### src/rtl/inst_fetch_unit_pkg.sv
`default_nettype none
// =============================================================
// inst_fetch_unit_pkg : shared fetch constants and entry type
// Rev 1.0
// =============================================================
package inst_fetch_unit_pkg;

  localparam int          c_addr_w   = 16;
  localparam int          c_data_w   = 32;
  localparam logic [31:0] c_reset_pc = 32'h0000_0000;

  typedef struct packed {
    logic [31:0]         pc;
    logic [c_data_w-1:0] instr;
  } fetch_entry_t;

endpackage
`default_nettype wire

### src/rtl/inst_fetch_unit_if.sv
`default_nettype none
// =============================================================
// inst_fetch_unit_if : fetch-to-decode valid/ready channel
// Rev 1.0
// =============================================================
interface inst_fetch_unit_if;
  import inst_fetch_unit_pkg::*;

  logic                instr_valid;
  logic                instr_ready;
  logic [c_data_w-1:0] instr;
  logic [31:0]         instr_pc;

  modport master (
    output instr_valid,
    output instr,
    output instr_pc,
    input  instr_ready
  );

  modport slave (
    input  instr_valid,
    input  instr,
    input  instr_pc,
    output instr_ready
  );
endinterface
`default_nettype wire

### src/rtl/inst_fetch_unit_skid_fifo.sv
`default_nettype none
// =============================================================
// fetch_skid_fifo : 2-entry FIFO of fetch entries with flush
// Rev 1.0
// =============================================================
module fetch_skid_fifo
  import inst_fetch_unit_pkg::*;
(
  input  logic         clk,
  input  logic         rst_n,
  input  logic         push,
  input  fetch_entry_t push_data,
  input  logic         pop,
  input  logic         flush,
  output logic [1:0]   count,
  output fetch_entry_t head
);

  fetch_entry_t r_mem [2];
  logic         r_wr_ptr;
  logic         r_rd_ptr;
  logic [1:0]   r_count;

  always_ff @(posedge clk) begin
    if (!rst_n) begin
      r_mem[0] <= '0;
      r_mem[1] <= '0;
      r_wr_ptr <= 1'b0;
      r_rd_ptr <= 1'b0;
      r_count  <= 2'd0;
    end else if (flush) begin
      r_wr_ptr <= 1'b0;
      r_rd_ptr <= 1'b0;
      r_count  <= 2'd0;
    end else begin
      if (push) begin
        r_mem[r_wr_ptr] <= push_data;
        r_wr_ptr        <= ~r_wr_ptr;
      end
      if (pop) begin
        r_rd_ptr <= ~r_rd_ptr;
      end
      r_count <= r_count + {1'b0, push} - {1'b0, pop};
    end
  end

  assign count = r_count;
  assign head  = r_mem[r_rd_ptr];

endmodule
`default_nettype wire

### src/rtl/inst_fetch_unit.sv
`default_nettype none
// =============================================================
// inst_fetch_unit : PC, ROM issue/return tracking, redirect
// Rev 1.0
// =============================================================
module inst_fetch_unit
  import inst_fetch_unit_pkg::*;
#(
  parameter int          ADDR_W   = c_addr_w,
  parameter int          DATA_W   = c_data_w,
  parameter logic [31:0] RESET_PC = c_reset_pc
) (
  input  logic              clk,
  input  logic              rst_n,
  output logic [ADDR_W-1:0] rom_address,
  input  logic [DATA_W-1:0] rom_q,
  input  logic              redirect_valid,
  input  logic [31:0]       redirect_pc,
  inst_fetch_unit_if.master dec,
  output logic              misalign_err
);

  logic [31:0]  r_pc_issue;
  logic [31:0]  r_inflight_pc;
  logic         r_inflight;
  logic         r_misalign;

  logic [1:0]   w_count;
  logic [2:0]   w_occupancy;
  logic         w_valid;
  logic         w_pop;
  logic         w_push;
  logic         w_issue;
  fetch_entry_t w_head;
  fetch_entry_t w_push_entry;

  // Credit rule: FIFO entries plus the in-flight read never exceed two.
  assign w_valid      = (w_count != 2'd0) && !redirect_valid;
  assign w_pop        = w_valid && dec.instr_ready;
  assign w_push       = r_inflight && !redirect_valid;
  assign w_occupancy  = {1'b0, w_count} + {2'b00, r_inflight} - {2'b00, w_pop};
  assign w_issue      = (w_occupancy < 3'd2) && !redirect_valid;
  assign w_push_entry = '{pc: r_inflight_pc, instr: rom_q};

  always_ff @(posedge clk) begin
    if (!rst_n) begin
      r_pc_issue    <= RESET_PC;
      r_inflight    <= 1'b0;
      r_inflight_pc <= '0;
      r_misalign    <= 1'b0;
    end else if (redirect_valid) begin
      r_pc_issue <= {redirect_pc[31:2], 2'b00};
      r_inflight <= 1'b0;
      if (redirect_pc[1:0] != 2'b00) begin
        r_misalign <= 1'b1;
      end
    end else if (w_issue) begin
      r_inflight    <= 1'b1;
      r_inflight_pc <= r_pc_issue;
      r_pc_issue    <= r_pc_issue + 32'd4;
    end else begin
      r_inflight <= 1'b0;
    end
  end

  fetch_skid_fifo u_fifo (
    .clk       (clk),
    .rst_n     (rst_n),
    .push      (w_push),
    .push_data (w_push_entry),
    .pop       (w_pop),
    .flush     (redirect_valid),
    .count     (w_count),
    .head      (w_head)
  );

  assign rom_address     = r_pc_issue[ADDR_W+1:2];
  assign dec.instr_valid = w_valid;
  assign dec.instr       = w_head.instr;
  assign dec.instr_pc    = w_head.pc;
  assign misalign_err    = r_misalign;

endmodule
`default_nettype wire

### src/flat_wrapper.sv
// flat-port wrapper written by rule: the top's interface ports become plain ports
module inst_fetch_unit_flat import inst_fetch_unit_pkg::*;
#(
  parameter int          ADDR_W   = c_addr_w,
  parameter int          DATA_W   = c_data_w,
  parameter logic [31:0] RESET_PC = c_reset_pc
)
  (clk, rst_n, rom_address, rom_q, redirect_valid, redirect_pc, misalign_err, dec_instr_valid, dec_instr, dec_instr_pc, dec_instr_ready);
  inst_fetch_unit_if dec_i ();
  input  logic clk;
  input  logic rst_n;
  output logic [ADDR_W-1:0] rom_address;
  input  logic [DATA_W-1:0] rom_q;
  input  logic redirect_valid;
  input  logic [31:0] redirect_pc;
  output logic misalign_err;
  output wire logic [$bits(dec_i.instr_valid)-1:0] dec_instr_valid;
  output wire logic [$bits(dec_i.instr)-1:0] dec_instr;
  output wire logic [$bits(dec_i.instr_pc)-1:0] dec_instr_pc;
  input wire logic [$bits(dec_i.instr_ready)-1:0] dec_instr_ready;
  assign dec_instr_valid = dec_i.instr_valid;
  assign dec_instr = dec_i.instr;
  assign dec_instr_pc = dec_i.instr_pc;
  assign dec_i.instr_ready = dec_instr_ready;
  inst_fetch_unit #(.ADDR_W(ADDR_W), .DATA_W(DATA_W), .RESET_PC(RESET_PC)) u_core (.clk(clk), .rst_n(rst_n), .rom_address(rom_address), .rom_q(rom_q), .redirect_valid(redirect_valid), .redirect_pc(redirect_pc), .dec(dec_i), .misalign_err(misalign_err));
endmodule
### config.mk
export PLATFORM = sky130hd
export DESIGN_NAME = inst_fetch_unit_flat
export DESIGN_NICKNAME = d
export VERILOG_FILES = /design/src/rtl/inst_fetch_unit_pkg.sv /design/src/rtl/inst_fetch_unit_if.sv /design/src/rtl/inst_fetch_unit_skid_fifo.sv /design/src/rtl/inst_fetch_unit.sv /design/src/flat_wrapper.sv
export SDC_FILE = /design/constraint.sdc
export NUM_CORES = 1
export LEC_CHECK = 0
export CELL_PAD_IN_SITES_DETAIL_PLACEMENT = 0
export CELL_PAD_IN_SITES_GLOBAL_PLACEMENT = 1
export CORE_MARGIN = 2
export CORE_UTILIZATION = 45
export CTS_CLUSTER_SIZE = 28
export DETAILED_ROUTE_END_ITERATION = 12
export GPL_TIMING_DRIVEN = 0
export PLACE_DENSITY = 0.91
export SYNTH_ARGS = -nofsm -noshare
export SYNTH_HDL_FRONTEND = slang
export SYNTH_SLANG_ARGS = --single-unit
### constraint.sdc
create_clock -name clk -period 17.7 [get_ports clk]
set_input_delay 2.655 -clock clk [delete_from_list [all_inputs] [get_ports clk]]
set_output_delay 2.655 -clock clk [all_outputs]
set_load 0.01 [all_outputs]
-- Yosys cells after proc, flatten, opt, wreduce, memory -nomap -nowiden
Memory sizes are Yosys's and may differ from the RTL's. A register that Yosys moved wholly into a read port is not among the register bits.
Cells that the tools add are included.
- memory bits (writable): 128
- memories kept: 1
- flip-flop bits (word level): 70
- output and inout port bits: 82
- bits of input ports: 68
- logic and storage cells: 44
- memories (name ; depth ; width ; read ports ; clocked after memory_dff ; wr ports ; RTL line ; text):
    u_core.u_fifo.r_mem ; 2 ; 64 ; 1 ; 1 ; 2 ; inst_fetch_unit_skid_fifo.sv:19 ; fetch_entry_t r_mem [2];
- bitwise logic cells: 4
- $lt $le $gt $ge: 1
- reductions and logical operators: 12
- add/sub/neg operators: 5
- mux-type cells: 13
- operators with widths (operator ; count):
    two-way mux 32 bit ; 2
    two-way mux 64 bit ; 1
    OR reduction 64 bit ; 1
    adder 32 x 3 -> 32 bit (second input constant) ; 1
    two-way mux 1 bit ; 10
    nonzero test 2 bit ; 3
    logical AND 1 bit ; 4
    inverter 1 bit ; 4
    AND reduction 2 bit ; 2
    adder 2 x 1 -> 3 bit ; 1
    < comparator 3 x 2 -> 1 bit (second input constant) ; 1
    subtractor 3 x 1 -> 3 bit ; 1
    adder 2 x 1 -> 2 bit ; 1
    OR reduction 2 bit ; 1
    subtractor 2 x 1 -> 2 bit ; 1
    logical NOT 1 bit ; 1

-- Logic depth before layout (Yosys ltp)
- depth after elaboration: 8
- mapped depth: 11

-- Modules after synthesis
From an unflattened synthesis, not the netlist that was laid out.
- cell total of the unflattened synthesis: 769
- area, all modules: 9218.8 sq um
- by module, submodules not included (module ; instances ; cells an instance ; area an instance (sq um) ; sequential area each (sq um)):
    fetch_skid_fifo ; 1 ; 380 ; 5941.9 ; 3943.8
    inst_fetch_unit ; 1 ; 389 ; 3276.9 ; 1241.2

-- Least setup slack after synthesis
No wires, ideal clock.
- path kind: input -> register
- from: input redirect_valid
- to: memory u_core.u_fifo.r_mem[0][0] (netlist bit), enable pin
- data required time: 17126 ps
- stages: 4
- setup slack: 9249 ps
- data arrival time: 7877 ps
- library setup time: 574 ps
- cells stage by stage: clkbuf_1 buf_1 clkbuf_1 o31ai_1
- RTL lines (item ; RTL line ; text):
    from (decl) ; flat_wrapper.sv:14 ; input logic redirect_valid;
    to (decl) ; inst_fetch_unit_skid_fifo.sv:19 ;

-- Worst setup path in the final report
- from: input redirect_valid
- to: output dec_instr_valid
- word-level cells in the longest chain between the ends: 2
- ends and longest elaborated chain (item ; RTL line ; text):
    logical NOT 1 bit ; inst_fetch_unit.sv:38 ; assign w_valid = (w_count != 2'd0) && !redirect_valid;
    logical AND 1 bit ; inst_fetch_unit.sv:38 ;
    to (decl) ; flat_wrapper.sv:17 ; output wire logic [$bits(dec_i.instr_valid)-1:0] dec_instr_valid;
No other way between the ends.

==> reports/summary.txt <==
Outcome - complete, no violations
Area after DPL - 0.0107 mm2
Pwr dens - 90.9 mW/mm2
NumNets Final - 1,000
Syn Area/Cell - 11.6 um2
Most used DFF post-synth - edfxtp_1
Post-synth EDFFs - 124
Worst hold endpoint - u_core.r_inflight_pc[4]
Vias - 6,212
Worst r2r src - u_core.u_fifo.count[1]
Row cnt - 50
H-tree levels - 4
Slew headroom - 0.129
Clock buffer depth - 2
Design Power - 1030 uW
Post-Route WL - 19.8 mm
Final setup viols - 0
Hold WC Path Type - flip-flop to flip-flop
Layout area overhead - 29.6%
Post_cts resized - 0
Most frequent CP cell - clkdlybuf4s50_1
IO Count - 150
Antenna cells - 0
Num CTS Buffers - 17
VDD IR-drop max - 77.0 uV
Final hold violations - 0
Drt first pass iters - 4
Routed vias/inst - 5.18
Crit Path Category - input pin to primary output
First-iteration detailed-routing DRC count - 345
Fillers - 1,572
Fraction of registers with async set/reset - 0
Detailed placement HPWL - 13.9 mm
Layout cell share with drive strength beyond 1 - 0.138
Post-route setup TNS - 0 ns
Final GP Congestion - 0.873
Required time of the critical path - 15.05 ns
Syn Std Cell Area - 0.00874 mm2
R2R Setup Slk - 13.85 ns
Starting Density - 0.462
Die Span X - 143 um
Pleak - 0.00416 uW
Largest net degree at the start of global routing - 63
Finished Cell Area - 0.0113 mm2
Avg WL per Cell - 16.5 um
Synth Instances - 756
# Post-CTS Setup Buffers - 0
DRC viols - 0
Capturing point of the worst reg2reg path - u_core.r_pc_issue[16]
Antenna-violating nets left - 0
Clock-pin slew on the worst setup and hold paths - 0.06 ns
GRT Total Usage - 0.196
Fmax - 0.143 GHz
Core area - 0.0189 mm2
Worst slew pin tran - 1.30 ns
Clock Tree Root - clkbuf_16
Max Cap Viol - 0
Synth Register Bits - 191
Final slew viol count - 0
Reg2reg path depth - 9
Clock Sinks - 191
Seq/Total Area, Yosys - 0.580
Vias in the first global route - 5,940
Setup crit end kind - primary output
Die Y - 143 um
Hold_sp - u_core.r_inflight_pc[4]
Die Area - 0.0205 mm2
First-pass GRT wire length - 30.8 mm
Antenna violations before repair - 0
Fin crit share - 0.395
Synth unique cells - 51
Worst-path maximum fanout - 10
Min Clock Period, post-route - 6.98 ns
CP peak stage delay - 0.50 ns
Worst path top cell family by delay - buffers and inverters
Startpoint Class - input pin
Clk_skew - 0.00813 ns
Highest-delay cell along the critical path - clkdlybuf4s50_1
Critical-path cell list - clkdlybuf4s50_1, clkbuf_1, o21ba_2, clkdlybuf4s50_1
Skew-Pair Late Insertion Delay - 0.43 ns
Crit path DAT - 4.33 ns
Overflow after GRT - 0
Unrepaired setup endpoints after global routing - no
Port bufs - 147
Hold_buf cts - 0
Crit path buf inv count - 3
WHS Path Cells - 2
YS warnings - 0
CTS tree - yes
## worst max path at each step
stage / start / endpoint / slack (ns) / depth (start not counted)
4_1_cts: redirect_valid / dec_instr_valid / 10.72 / 4
3_3_place_gp: redirect_valid / u_core.u_fifo.r_mem[0][10] / 5.67 / 5
3_5_place_dp: redirect_valid / u_core.r_pc_issue[16] / 10.69 / 11
6_report: redirect_valid / dec_instr_valid / 10.72 / 4
2_1_floorplan: redirect_valid / u_core.u_fifo.r_mem[0][0] / 9.25 / 4
5_1_grt: redirect_valid / dec_instr_valid / 10.65 / 4
## where the power goes
part	internal, uW	switching (uW)
clock network	253	164
logic	56.6	47.2
registers	495	13.2
## metrics by stage
stage	hold slack [ns]	setup WS, ns	instances	util
final	0.470	10.72	1200	0.599
after detailed placement	0.460	10.69	1168	0.565
after CTS	0.473	10.72	1200	0.599
after floorplan	0.447	9.25	757	-
after global placement	0.456	5.67	1164	0.558
after global routing	0.492	10.65	1200	0.599
## cells in the final DEF (no fill, tap or decap), types with 7 or more instances in the layout
cell             synthesis  final
a21boi_0                32     32
edfxtp_1               124    124
nand3_1                 17     17
clkbuf_16                0     20
nand2_1                 74     74
nor4_1                   7      7
and2_1                 127    127
clkbuf_1                44     45
nand4_1                 14     14
o21ai_0                 22     22
dfxtp_1                 67     67
clkdlybuf4s50_1          0    147
buf_4                   18     18
mux2_2                  62     62
nor2_1                  17     17
nor3_1                  12     12
xnor2_1                 11     11
and4_1                   8      8
and3_1                  10     10
## logic make-up after synthesis
family | share of synthesized area
simple gates | 0.199
flops | 0.580
compound gates | 0.0788
buf+inv | 0.0397
mux | 0.0799
xor+xnor | 0.0149
fa+ha+maj | 0.00802
other cells | 0.000429
## cells in the mapped netlist (3+ instances only)
library cell	count	area, um2
edfxtp_1	124	3720
clkbuf_1	44	165
a211oi_1	3	22.5
mux2_2	62	698
nand2_1	74	278
or4_1	4	30.0
nand3_1	17	85.1
and3_1	10	62.6
a311oi_1	6	52.6
inv_1	6	22.5
o211a_1	4	40.0
or3_1	3	18.8
nor3_1	12	60.1
and2_1	127	795
or3_2	3	22.5
a21oi_1	6	30.0
and4_1	8	70.1
dfxtp_1	67	1340
nor2b_1	5	31.3
a21boi_0	32	240
buf_2	4	20.0
nor4_1	7	43.8
o21ai_0	22	110
a31oi_1	6	37.5
o31ai_1	3	22.5
ha_1	4	50.1
nand4_1	14	87.6
nand2b_1	7	43.8
nor2_1	17	63.8
xnor2_1	11	96.3
buf_4	18	135
## worst reg2reg max path: stages, from the launching register on
cell	delay [ns]
dfxtp_1	0.53
o21ba_2	0.20
and2_1	0.21
ha_1	0.25
nand2b_1	0.15
fa_1	0.63
nand2_1	0.24
nor4_1	0.97
a21boi_0	0.25
o221a_2	0.31
## registers in the layout, indices dropped and copies added (netlist names), named ones only
signal,count
u_core.misalign_err,1
u_core.r_inflight,1
u_core.r_inflight_pc,30
u_core.r_pc_issue,30
u_core.u_fifo.count,2
u_core.u_fifo.r_mem,124
u_core.u_fifo.r_rd_ptr,1
u_core.u_fifo.r_wr_ptr,1
## layer usage
metal / part of all wire / wire, um / GRT usage
met5: 0 / 0 / 0
met4: 0.016 / 310 / 0.0660
met3: 0.060 / 1190 / 0.0423
met2: 0.49 / 9770 / 0.327
met1: 0.43 / 8520 / 0.255
## final cells by class
cell class,count,area [um2],share of cell area
buffer,67,324,0.0286
clock buffer,22,518,0.0457
clock inverter,10,140,0.0124
inverter,6,22.5,0.00199
multi-input combinational,493,3350,0.296
sequential,191,5060,0.447
tap,260,325,0.0287
timing repair buffer,151,1580,0.140
Power figures use the tool's default switching activity.
==> edit 1: new RTL, same flow settings <==
Register the output `misalign_err` once more, without a reset; this adds one clock of latency there. The other outputs are not delayed to match.
--- a/src/rtl/inst_fetch_unit.sv
+++ b/src/rtl/inst_fetch_unit.sv
@@ -78,7 +78,9 @@
   assign dec.instr_valid = w_valid;
   assign dec.instr       = w_head.instr;
   assign dec.instr_pc    = w_head.pc;
-  assign misalign_err    = r_misalign;
+  always_ff @(posedge clk) begin
+    misalign_err <= r_misalign;
+  end
 
 endmodule
 `default_nettype wire
Formal check against the unedited RTL: not equivalent (Yosys sat finds a counterexample within 4 cycles, from zero or initial values and one cycle with rst_n low).
==> edit 1 against the unedited design <==
Via count increased by 0.23%. Total power shrank 3.0%. Count of clock-buffer cells in the layout fell by 5. Critical endpoint unchanged. Sequential share of layout area increased by 0.52 points. Die area grew 0.22%. Synthesized area up 0.23%. Sequential cell count rose by 1. Wire length increased by 2.3%. Final cell count rose by 0.50%. Worst setup slack gained 0.018 ns. Highest routed layer unchanged. Worst hold slack got worse by 0.12 ns. Largest cell class unchanged. Final area shrank 0.76%. Global-route usage increased by 0.29 points.
==> edit 1: results (changes against the unedited design) <==
| Metric | Value |
|---|---|
| Status | `complete, no violations` |
| CTS H-tree lvls | `4 (unchanged)` |
| WL met3 | `1000 µm (-16%)` |
| Vias in the first global route | `6021 (+1.4%)` |
| DRT met1 WL | `8860 µm (+4.0%)` |
| Post-layout nets | `1001 (+0.10%)` |
| DRT iter0 DRCs | `304 (-12%)` |
| VDD IR-drop max | `0.0693 mV (-10%)` |
| # diodes | `0 (unchanged)` |
| Post-CTS Setup Inserts | `0 (unchanged)` |
| Slew headroom | `17.0% (+4.1 points)` |
| First-pass GRT wire length | `31500 µm (+2.4%)` |
| Main synth FF type | `edfxtp_1` |
| RePlAce Congestion | `0.868 (-0.50%)` |
| Synth Area in Compound Gates | `7.86% (-0.018 points)` |
| Clock Path Buffers | `2 (unchanged)` |
| Worst hold-check path type | `reg -> reg` |
| Dpl cells | `1174 (+0.51%)` |
| Synth Area in XOR/XNOR | `1.49% (-0.0034 points)` |
| GRT Total Usage | `19.9% (+0.29 points)` |
| Placed cell area | `10600 µm² (-0.22%)` |
| GR Util met2 | `33.2% (+0.52 points)` |
| Clock skew | `0.0134 ns (+0.00525 ns)` |
| Total wire length | `20200 µm (+2.3%)` |
| IO buf count | `147 (unchanged)` |
| Leakage | `4.11 nW (-1.3%)` |
| # clock sinks | `192 (+0.52%)` |
| Share of flip-flops with an asynchronous set or reset | `0% (unchanged)` |
| WL/cell | `16.8 µm (+1.8%)` |
| Clk cell area share | `5.30% (-0.51 points)` |
| Area of the multi-input gates | `3350 µm² (unchanged)` |
| Met2 wire len | `9960 µm (+1.9%)` |
| Worst Setup Start Kind | `input pin` |
| Post-synth top cells | `127 x and2_1, 124 x edfxtp_1, 74 x nand2_1, 68 x dfxtp_1, 62 x mux2_2` |
| Share of layout cells above drive strength 1 | `13.9% (+0.092 points)` |
| Fillcell total | `1674 (+6.5%)` |
| Synthesized area | `8760 µm² (+0.23%)` |
| 1st-pass router iterations | `5 (+1)` |
| Mux cell area share after synthesis | `7.97% (-0.018 points)` |
| Grt met1 use | `25.7% (+0.17 points)` |
| Register area share after synthesis | `58.1% (+0.096 points)` |
| FF/Latch Area | `5080 µm² (+0.40%)` |
| Adder-Cell Fraction of Synth Area | `0.800% (-0.0018 points)` |
| Buffers, non-clock | `218 (unchanged)` |
| Signal buf overhead | `16.5% (-0.32 points)` |
| Hold Crit Start | `u_core.r_misalign` |
| Arr. time, crit path | `4.31 ns (-0.02 ns)` |
| M3 GR Usage | `3.53% (-0.70 points)` |
| Fraction of area in registers | `45.2% (+0.52 points)` |
| Worst R2R Start | `u_core.u_fifo.count[1]` |
| Pre-CTS setup slack | `10.74 ns (+0.0494 ns)` |
| DP HPWL | `14100 µm (+1.1%)` |
| Top cells by area, synth | `edfxtp_1 43%, dfxtp_1 16%, and2_1 9.1%` |
| Syn Area/Cell | `11.6 µm² (about the same)` |
| Vias | `6226 (+0.23%)` |
==> edit 1: cell types whose count changed in the layout (fill, tap and decap cells not counted), sizes merged <==
cell	delta
inv	+4
clkbuf	-5
bufinv	-2
clkinvlp	+2
clkinv	+1
dfxtp	+1
==> edit 1: where the power goes <==
group,switching (mW),internal [mW]
Clock,0.184,0.202
Sequential,0.0135,0.497
Combinational,0.0468,0.0549
==> edit 1: path summary, 6_finish.rpt <==
| path | cells past startpoint | endpoint | slack, ns |
|---|---|---|---|
| setup / recovery | 4 | dec_instr_valid | 10.74 |
| setup reg to reg | 9 | u_core.r_pc_issue[16] | 13.86 |
| hold / removal | 0 | u_core.misalign_err | 0.35 |
| hold reg to reg | 0 | u_core.misalign_err | 0.35 |
==> edit 1: worst max-delay path, cell delays in order <==
cell and delay (ns):
clkdlybuf4s50_1 0.50, clkbuf_1 0.43, o21ba_2 0.25, clkdlybuf4s50_1 0.47
==> edit 2: new RTL, config.mk and constraints unchanged <==
Made on the original files. The package constant `c_addr_w` goes from 16 to 15.
--- a/src/rtl/inst_fetch_unit_pkg.sv
+++ b/src/rtl/inst_fetch_unit_pkg.sv
@@ -5,7 +5,7 @@
 // =============================================================
 package inst_fetch_unit_pkg;
 
-  localparam int          c_addr_w   = 16;
+  localparam int          c_addr_w   = 15;
   localparam int          c_data_w   = 32;
   localparam logic [31:0] c_reset_pc = 32'h0000_0000;
 
Ports: changed (resized rom_address); port bits go from 150 to 149. No check against the original RTL was run, so the function may have changed too.
==> edit 2 against the unedited design <==
Sequential cell count unchanged. Final area is 1.4% lower. Final cell count is 0.17% lower. Worst setup slack got worse by 0.00070 ns. Wire length up 1.0%. Maximum frequency is essentially flat. Clock skew rose by 0.0026 ns. Synthesized area about the same. Total power down 5.9%. Largest power group unchanged.
==> edit 2: results (changes against the unedited design) <==
| Metric | Value |
|---|---|
| RePlAce Congestion | `0.877 (+0.53%)` |
| Slack of the worst reg-to-reg path | `13.93 ns (+0.08 ns)` |
| IO buf count | `146 (-0.68%)` |
| Total wire length | `20000 µm (+1.0%)` |
| Pre-CTS setup slack | `10.73 ns (+0.0394 ns)` |
| Vias per inst | `5.21 (+0.70%)` |
| Share of layout cells above drive strength 1 | `13.2% (-0.61 points)` |
| VDD IR-drop max | `0.0683 mV (-11%)` |
| Hold Crit Start | `u_core.r_inflight_pc[25]` |
| WL met3 | `1140 µm (-4.6%)` |
| Comb pwr share | `10.6% (+0.5 points)` |
| Synth Area in Compound Gates | `7.88% (about the same)` |
| Clock skew | `0.0107 ns (+0.00255 ns)` |
| Post-layout nets | `998 (-0.20%)` |
| Adder-Cell Fraction of Synth Area | `0.803% (about the same)` |
| Total power | `0.968 mW (-5.9%)` |
| F_max | `0.143 GHz (about the same)` |
| Vias | `6245 (+0.53%)` |
| Mux cell area share after synthesis | `8.00% (about the same)` |
| Met2 wire len | `9820 µm (+0.50%)` |
| Vias in the first global route | `5897 (-0.72%)` |
| DRT met1 WL | `8840 µm (+3.9%)` |
| Int Pwr | `0.747 mW (-7.2%)` |
| Hold Path End | `u_core.r_inflight_pc[25]` |
| Dpl cells | `1166 (-0.17%)` |
| Worst slew pin tran | `1.21 ns (-0.0891 ns)` |
| Hold Slack | `0.468 ns (-0.00153 ns)` |
| DP HPWL | `13900 µm (+0.13%)` |
| Critical R2R Capture | `u_core.r_pc_issue[14]` |
| GRT Total Usage | `19.8% (+0.20 points)` |
| First-pass GRT wire length | `31100 µm (+1.1%)` |
| Status | `complete, no violations` |
| Slowest stage delay, CP | `0.54 ns (+0.04 ns)` |
| Top cells by area, synth | `edfxtp_1 43%, dfxtp_1 15%, and2_1 9.1%` |
| Leakage | `4.08 nW (-2.0%)` |
| Syn Area/Cell | `11.6 µm² (about the same)` |
==> edit 2: logic make-up after synthesis <==
group | Yosys count
and+or+nand+nor | 313
DFF | 191
AOI/OAI and AO/OA | 97
buffers and inverters | 72
muxes | 62
xor gates and xnor gates | 14
adders and majority gates | 5
other | 1
==> edit 2: layout make-up <==
class                           count  area [µm²]
Buffer                             66         317
Clock buffer                       24         493
Clock inverter                      8        52.6
Fill cell                        1616        7730
Inverter                            6        22.5
Multi-Input combinational cell    493        3350
Sequential cell                   191        5060
Tap cell                          260         325
Timing Repair Buffer              150        1540
==> edit 2: routing by layer <==
layer / up-vias / global-route usage (%)
met4: 0 / 4.95
met1: 3002 / 26.3
met5: - / 0
met3: 19 / 4.19
li1: 3036 / -
met2: 188 / 33.3
==> edit 2: worst max-delay path: cells and delay by family <==
family                 cells  cell delay, ns
buffers and inverters      3            1.42
AO/OA/AOI/OAI              1            0.25
